`src/rtl/als_spi_reader_pkg.sv`:
```
// Shared definitions for the ambient-light-sensor SPI reader: FSM state
// encoding, default timing constants and frame field helpers.
package als_spi_reader_pkg;

  typedef enum logic [1:0] {
    ST_GAP   = 2'd0,
    ST_SETUP = 2'd1,
    ST_SHIFT = 2'd2,
    ST_DONE  = 2'd3
  } state_e;

  // 100 MHz clk -> 3.85 MHz SCK, 1 ms between frames.
  localparam int unsigned DEF_CLK_DIV    = 13;
  localparam int unsigned DEF_GAP_CYCLES = 100000;

  localparam int unsigned FRAME_BITS = 16;
  localparam int unsigned LAST_BIT   = FRAME_BITS - 1;

  // The ADC frame carries three leading zeros, the 8-bit sample, then
  // four trailing zeros and one don't-care bit.
  function automatic logic [7:0] frame_sample(input logic [15:0] frame);
    return frame[12:5];
  endfunction

  function automatic logic frame_lead_err(input logic [15:0] frame);
    return |frame[15:13];
  endfunction

endpackage

```
`src/rtl/als_sck_gen.sv`:
```
// Half-period timer for SCK: emits a one-clk tick every CLK_DIV clks while
// enabled, and restarts from zero whenever it is disabled.
module als_sck_gen
  import als_spi_reader_pkg::*;
#(
  parameter int unsigned CLK_DIV = DEF_CLK_DIV
) (
  input  logic clk_i,
  input  logic rst_i,
  input  logic en_i,
  output logic tick_o
);

  localparam int unsigned CNT_W = (CLK_DIV > 2) ? $clog2(CLK_DIV) : 1;
  localparam logic [CNT_W-1:0] CNT_LAST = CNT_W'(CLK_DIV - 1);

  logic [CNT_W-1:0] cnt_q;
  logic [CNT_W-1:0] cnt_d;

  assign tick_o = en_i && (cnt_q == CNT_LAST);

  // Count up to the terminal value, then wrap; held at zero while idle.
  always_comb begin
    cnt_d = cnt_q;
    if (!en_i || tick_o) begin
      cnt_d = '0;
    end else begin
      cnt_d = cnt_q + CNT_W'(1);
    end
  end

  // Counter register.
  always_ff @(posedge clk_i or posedge rst_i) begin
    if (rst_i) begin
      cnt_q <= '0;
    end else begin
      cnt_q <= cnt_d;
    end
  end

endmodule

```
`src/rtl/als_spi_reader.sv`:
```
// Periodically reads one 16-bit frame from the PmodALS ADC over SPI and
// publishes the 8-bit light sample with a one-clk valid pulse.
//
// state    | meaning
// ---------+-----------------------------------------------------------
// ST_GAP   | cs high, sck high, wait GAP_CYCLES clks between frames
// ST_SETUP | cs low, sck high for CLK_DIV clks (chip-select setup)
// ST_SHIFT | 16 sck low/high periods, sdo sampled on each rising edge
// ST_DONE  | cs high for one clk, sample published to data
//
// cs and sck are registered from the next-state logic so they line up with
// the state register; data/data_valid/frame_err are loaded at the end of
// ST_DONE and therefore appear the clk after it.
module als_spi_reader
  import als_spi_reader_pkg::*;
#(
  parameter int unsigned CLK_DIV    = DEF_CLK_DIV,
  parameter int unsigned GAP_CYCLES = DEF_GAP_CYCLES
) (
  input  logic       clk,
  input  logic       rst,
  input  logic       sdo,
  output logic       cs,
  output logic       sck,
  output logic [7:0] data,
  output logic       data_valid,
  output logic       frame_err
);

  localparam int unsigned GAP_W = (GAP_CYCLES > 1) ? $clog2(GAP_CYCLES) : 1;
  localparam logic [GAP_W-1:0] GAP_LAST = GAP_W'(GAP_CYCLES - 1);
  localparam logic [3:0]       BIT_LAST = 4'(LAST_BIT);

  state_e           state_q, state_d;
  logic [GAP_W-1:0] gap_cnt_q, gap_cnt_d;
  logic [3:0]       bit_cnt_q, bit_cnt_d;
  logic [15:0]      shift_q, shift_d;
  logic             cs_q, cs_d;
  logic             sck_q, sck_d;
  logic [7:0]       data_q, data_d;
  logic             dv_q, dv_d;
  logic             ferr_q, ferr_d;

  logic             sck_en;
  logic             half_tick;

  assign sck_en = (state_q == ST_SETUP) || (state_q == ST_SHIFT);

  als_sck_gen #(
    .CLK_DIV (CLK_DIV)
  ) u_sck_gen (
    .clk_i  (clk),
    .rst_i  (rst),
    .en_i   (sck_en),
    .tick_o (half_tick)
  );

  // Next-state and next-output logic for the frame sequencer.
  always_comb begin
    state_d   = state_q;
    gap_cnt_d = gap_cnt_q;
    bit_cnt_d = bit_cnt_q;
    shift_d   = shift_q;
    cs_d      = cs_q;
    sck_d     = sck_q;
    data_d    = data_q;
    dv_d      = 1'b0;
    ferr_d    = ferr_q;

    unique case (state_q)
      ST_GAP: begin
        cs_d      = 1'b1;
        sck_d     = 1'b1;
        bit_cnt_d = '0;
        if (gap_cnt_q == GAP_LAST) begin
          gap_cnt_d = '0;
          state_d   = ST_SETUP;
          cs_d      = 1'b0;
        end else begin
          gap_cnt_d = gap_cnt_q + GAP_W'(1);
        end
      end

      ST_SETUP: begin
        gap_cnt_d = '0;
        if (half_tick) begin
          state_d = ST_SHIFT;
          sck_d   = 1'b0;
        end
      end

      ST_SHIFT: begin
        if (half_tick) begin
          if (!sck_q) begin
            // Rising sck edge: the ADC changed sdo on the previous falling
            // edge, so it has been stable for a full half-period.
            sck_d   = 1'b1;
            shift_d = {shift_q[14:0], sdo};
          end else if (bit_cnt_q == BIT_LAST) begin
            state_d   = ST_DONE;
            cs_d      = 1'b1;
            bit_cnt_d = '0;
          end else begin
            sck_d     = 1'b0;
            bit_cnt_d = bit_cnt_q + 4'd1;
          end
        end
      end

      ST_DONE: begin
        state_d   = ST_GAP;
        gap_cnt_d = '0;
        data_d    = frame_sample(shift_q);
        dv_d      = 1'b1;
        if (frame_lead_err(shift_q)) begin
          ferr_d = 1'b1;
        end
      end

      default: begin
        state_d   = ST_GAP;
        gap_cnt_d = '0;
        bit_cnt_d = '0;
        cs_d      = 1'b1;
        sck_d     = 1'b1;
      end
    endcase
  end

  // State and output registers; reset aborts any frame in flight.
  always_ff @(posedge clk or posedge rst) begin
    if (rst) begin
      state_q   <= ST_GAP;
      gap_cnt_q <= '0;
      bit_cnt_q <= '0;
      shift_q   <= '0;
      cs_q      <= 1'b1;
      sck_q     <= 1'b1;
      data_q    <= 8'h00;
      dv_q      <= 1'b0;
      ferr_q    <= 1'b0;
    end else begin
      state_q   <= state_d;
      gap_cnt_q <= gap_cnt_d;
      bit_cnt_q <= bit_cnt_d;
      shift_q   <= shift_d;
      cs_q      <= cs_d;
      sck_q     <= sck_d;
      data_q    <= data_d;
      dv_q      <= dv_d;
      ferr_q    <= ferr_d;
    end
  end

  assign cs         = cs_q;
  assign sck        = sck_q;
  assign data       = data_q;
  assign data_valid = dv_q;
  assign frame_err  = ferr_q;

endmodule

```
`config.mk`:
```
export PLATFORM = sky130hd
export DESIGN_NAME = als_spi_reader
export DESIGN_NICKNAME = d
export VERILOG_FILES = /design/src/rtl/als_spi_reader_pkg.sv /design/src/rtl/als_sck_gen.sv /design/src/rtl/als_spi_reader.sv
export SDC_FILE = /design/constraint.sdc
export NUM_CORES = 1
export LEC_CHECK = 0
export CELL_PAD_IN_SITES_DETAIL_PLACEMENT = 1
export CELL_PAD_IN_SITES_GLOBAL_PLACEMENT = 1
export CORE_MARGIN = 2
export CORE_UTILIZATION = 45
export CTS_BUF_LIST = sky130_fd_sc_hd__clkbuf_4 sky130_fd_sc_hd__clkbuf_8
export DETAILED_ROUTE_END_ITERATION = 8
export GPL_TIMING_DRIVEN = 0
export PLACE_DENSITY_LB_ADDON = 0.1
export SYNTH_ARGS = -nofsm -noshare
export SYNTH_HDL_FRONTEND = slang
export SYNTH_SLANG_ARGS = --single-unit
export TNS_END_PERCENT = 50
```
`constraint.sdc`:
```
create_clock -name clk -period 2.6 [get_ports clk]
set_input_delay 0.52 -clock clk [delete_from_list [all_inputs] [get_ports clk]]
set_output_delay 0.52 -clock clk [all_outputs]
set_load 0.02 [all_outputs]
```
# == Word-level counts from Yosys, hierarchy flattened ==
# Cells that the tools add are included.
# classes
order_cmp,0
eq_ne,11
shift,0
n_div,0
n_reduce_logical,16
addsub,3
n_bitwise,1
muxes,24
multipliers,0
# ops
cell,n
17-bit case mux with 2 select lines,1
17-bit by 1-bit adder with 17-bit output (second input constant),1
17-bit equality test (second input constant),1
17-bit 2-to-1 mux,1
4-bit 2-to-1 mux,4
2-bit 2-to-1 mux,5
1-bit 2-to-1 mux,9
3-bit AND reduction,3
4-bit by 1-bit adder with 4-bit output (second input constant),2
4-bit equality test (second input constant),2
2-bit case mux with 4 select lines,1
4-bit case mux with 2 select lines,1
2-bit by 1-bit != test with 1-bit output (second input constant),3
5-bit AND reduction,1
2-bit equality test (second input constant),2
2-bit != test (second input constant),2
4-bit AND reduction,1
2-bit nonzero test,2
1-bit case mux with 3 select lines,1
3-bit nonzero test,1
3-bit OR reduction,1
2-bit by 1-bit equality test with 1-bit output (second input constant),1
2-bit zero test,1
1-bit logical OR,2
6 further kinds,6
# word_totals
ram_bits,0
regBits,55
input_bits,3
out_inout_bits,12
latch_bits,0
n_memories,0
rom_bits,0

# == Logic depth before layout (Yosys ltp) ==
# logic_depth
word_depth,5
ltp_mapped,7
depth_no_buf,6

# == By module ==
# A second synthesis with hierarchy kept.
# unflattened
hier_cells,228
area_unflattened_um2,2587.5
# modules_own_cells
mod,area_each_um2,n_inst,cells_per_inst,seq_area_each_um2
als_spi_reader,2381.0,1,206,1278.7
als_sck_gen,206.4,1,22,100.1

# == Worst setup path before layout ==
# No wires, ideal clock.
# synth_path
path_kind,register -> register
startpoint,reg state_q[0]
endpoint,reg shift_q[0]
synth_period_minus_slack_ns,2.113
n_path_buf,1
path_slack_ns,0.487
arrival_time_ns,1.988
stages_incl_launch_ff,7
required_time_ns,2.475
setup_time_ns,0.125
path_cell_list,dfrtp_1 > inv_1 > ha_1 > nand4_1 > nor3b_2 > buf_2 > mux2_2
# synth_between
elab_chain_cells,4
# synth_rtl
item,line,text
"start, declared",als_spi_reader.sv:34,"state_e state_q, state_d;"
"start signal, assigned",als_spi_reader.sv:143,state_q <= state_d;
2-bit by 1-bit equality test with 1-bit output or 2-bit equality test (tied branches),"als_spi_reader.sv:47, als_spi_reader.sv:70",
1-bit logical OR,als_spi_reader.sv:47,assign sck_en = (state_q == ST_SETUP) || (state_q == ST_SHIFT);
1-bit logical AND,als_sck_gen.sv:20,assign tick_o = en_i && (cnt_q == CNT_LAST);
3-bit AND reduction (no line) *,-,
"end signal, assigned",als_spi_reader.sv:146,shift_q <= shift_d;
"end, declared",als_spi_reader.sv:37,"logic [15:0] shift_q, shift_d;"
# Every way passes the cells marked *; elsewhere a longest branch is shown, timed or not.
# A chain may end at the register's enable or synchronous reset.

# == Worst setup path after layout ==
# layout_path
startpoint,reg state_q[0]
endpoint,reg gap_cnt_q[16]
# layout_between
elab_chain_cells,3
# layout_rtl
item,line,text
2-bit by 1-bit equality test with 1-bit output or 2-bit equality test (tied branches),als_spi_reader.sv:70,unique case (state_q)
2-bit OR reduction (no line),-,
17-bit case mux with 2 select lines or 2-bit nonzero test (tied branches),-,
"end signal, assigned",als_spi_reader.sv:144,gap_cnt_q <= gap_cnt_d;
"end, declared",als_spi_reader.sv:35,"logic [GAP_W-1:0] gap_cnt_q, gap_cnt_d;"
# Several ways; a longest one is shown, not always the timed one.

==> impl_metrics.json <==
{
  "finalSetupViolCount": 0,
  "grt_usage_pct": 17.6,
  "syn-instance-count": 228,
  "fin_skew_ps": 7.10,
  "stdcell_count": 324,
  "path_cells": "inv_1 -> ha_1 -> buf_2 -> nand4b_4 -> or4_1 -> or3_1 -> a21oi_1",
  "finalHoldViolCount": 0,
  "drive_gt1_share_pct": 20.2,
  "dp_cells": 315,
  "yosys-top-cells-area": "dfrtp_1 51%, mux2_2 12%, ha_1 4.8%",
  "grt_max_degree": 34,
  "syn_nets": 241,
  "fill_cells": 608,
  "tightest_slew_ps": 554,
  "cp.required_ps": 2840,
  "io_pins": 15,
  "wire_per_inst_um": 15.5,
  "utilization_pct": 53.4,
  "globalplace.congestion": 0.754,
  "grt_pass1_wl_um": 8900,
  "timing.critical_path.slowest_stage_cell": "or4_1",
  "ant_nets": 0,
  "crit_family": "simple AND/OR/NAND/NOR gates",
  "avgSynthCellArea_um2": 11.5,
  "rsz0062_at_grt": "no",
  "antenna_found_initial": 0,
  "via_per_inst": 5.54,
  "cpPeakStageDelay_ps": 550,
  "max_freq_mhz": 444,
  "synthFlopType": "dfrtp_1",
  "maxSlewViolCount": 0,
  "fin_crit_ps": 2250,
  "h-tree-depth": 2,
  "slew_headroom_pct": 63.1,
  "min_period_over_period_pct": 86.6,
  "dp_hpwl_um": 3500,
  "clock_sinks": 55,
  "power_density_nw_per_um2": 463,
  "drc": 0,
  "grt_pass1_vias": 1867,
  "cts_max_path_buffers": 2,
  "drt-initial-drc-count": 113,
  "root_buffer": "clkbuf_8",
  "multi_input_area_um2": 1180,
  "cts_tree": "built",
  "critPathKind": "register to register",
  "die_y_um": 80.3,
  "synth-edff-count": 0,
  "grt_remaining_overflow": 0,
  "nNetsFinal": 264,
  "worstPathMaxFanout": 10,
  "async_reset_ff_share_pct": 100,
  "register_area_um2": 1380,
  "cp.arrival_ps": 2490,
  "port_buffers": 14,
  "rows": 27,
  "firstDrtPassIters": 4,
  "timing.setup.tns_ps": 0,
  "coreArea_um2": 5570,
  "wl_um": 5010,
  "path_buf_inv": 2,
  "peakVddDrop_mv": 0.213,
  "synth_area_um2": 2620,
  "yosysWarnings": 0,
  "initial_core_util_pct": 47.0,
  "yosysSeqAreaShare_pct": 52.6,
  "whs_ps": 478,
  "die_x_um": 80.3,
  "syn_to_final_growth_pct": 13.6,
  "clock_latency_ps": 310,
  "diodes": 0,
  "synthDominantCellAreaShare_pct": 50.6,
  "ys_ff_latch": 55,
  "end_kind": "register",
  "die_area_um2": 6450,
  "drv_cap": 0,
  "clk_pin_slew_worst_paths_ps": 110,
  "vias": 1796,
  "numCtsBuffers": 5,
  "outcome": "finished clean",
  "p_leak_nw": 1.45,
  "hold_class": "register to register",
  "post-synth-top-area-cell": "dfrtp_1",
  "cp-start-kind": "register",
  "yosysUniqueCellTypes": 46,
  "total_power_mw": 1.38
}
==> registers in the layout (all words and copies together) (netlist names) <==
signal / cells
state_q: 2
data_valid: 1
u_sck_gen.cnt_q: 4
sck: 1
bit_cnt_q: 4
data: 8
shift_q: 16
frame_err: 1
gap_cnt_q: 17
cs: 1
==> what timing repair did <==
action                                  CTS  global route
endpoints found under the setup margin    0            10
resized for setup                         0             1
hold buffers                              0             0
setup buffers                             0             1
==> cells in the final DEF, fill, tap and decap left out, types with 2 or more instances in the layout <==
cell type	count
a211oi_1	2
a21oi_1	6
a22o_1	2
a31oi_1	2
and2_1	2
and3_1	4
and4b_1	2
buf_2	3
clkbuf_8	5
clkdlybuf4s50_1	14
dfrtp_1	53
dfstp_2	2
ha_1	10
inv_1	10
inv_6	2
mux2_2	27
nand2_1	12
nand3_1	11
nand4_1	3
nor2_1	20
nor2b_1	2
nor3_1	2
nor4_1	6
o21ai_0	9
or2_2	2
or3_1	3
xnor2_1	8
xor2_1	3
==> worst register-to-register path, stage by stage (launching register included) <==
cell      delay (ps)
dfrtp_1          420
inv_1            120
ha_1             220
buf_2            170
nand4b_4         240
or4_1            550
or3_1            320
a21oi_1          150
==> routing by layer <==
metal / track usage [%] / vias up / part of all wire [%]
met5: 0 / - / 0
li1: - / 863 / -
met2: 26.8 / 20 / 45
met3: 4.04 / 4 / 2.8
met1: 24.7 / 909 / 51
met4: 5.59 / 0 / 0.76
==> power breakdown <==
part	internal (mW)	switching, mW
Clock	0.196	0.304
Sequential	0.855	0
Combinational	0.00577	0.0169
Total	1.06	0.321
==> path summary, 6_finish.rpt <==
path	start	to	slack (ps)	depth (start not counted)
min reg2reg	frame_err	frame_err	480	1
min in group asynchronous	rst	u_sck_gen.cnt_q[2]	550	2
max reg2reg	state_q[0]	gap_cnt_q[16]	350	7
max	state_q[0]	gap_cnt_q[16]	350	7
max in group asynchronous	rst	sck	1440	3
min	frame_err	frame_err	480	1
==> cell usage after synthesis, types with 3 or more instances <==
cell and n:
or3_1 3, dfrtp_1 53, nor2_1 20, inv_1 11
nand4_1 3, mux2_2 27, buf_2 3, and3_1 4
xnor2_1 8, a21oi_1 6, o21ai_0 9, nand2_1 12
xor2_1 3, ha_1 10, nor4_1 6, nand3_1 11
==> cell type report <==
cell class	count	area share (%)
sequential	55	46.3
multi-input combinational	157	39.8
timing repair buffer	16	5.64
tap	72	3.03
clock buffer	5	2.31
inverter	11	1.39
clock inverter	3	0.757
buffer	5	0.757
==> kinds of logic after synthesis <==
| family | share of synthesized area, % |
|---|---|
| AO/OA/AOI/OAI | 7.02 |
| XOR/XNOR | 3.68 |
| adder cells (fa/ha/maj) | 4.78 |
| buffers and inverters | 2.44 |
| flip-flops | 52.6 |
| multiplexers | 12.0 |
| AND/OR/NAND/NOR | 17.5 |
==> metrics by stage <==
| stage | cell area (µm²) | setup slack, ps |
|---|---|---|
| finish | 2980 | 350 |
| global route | 2980 | 193 |
| CTS | 2960 | 5.64 |
| detailed placement | 2870 | 44.8 |
| global placement | 2850 | -338 |
| floorplan | 2620 | 487 |
Note: power is estimated with default switching activity, not from simulation.
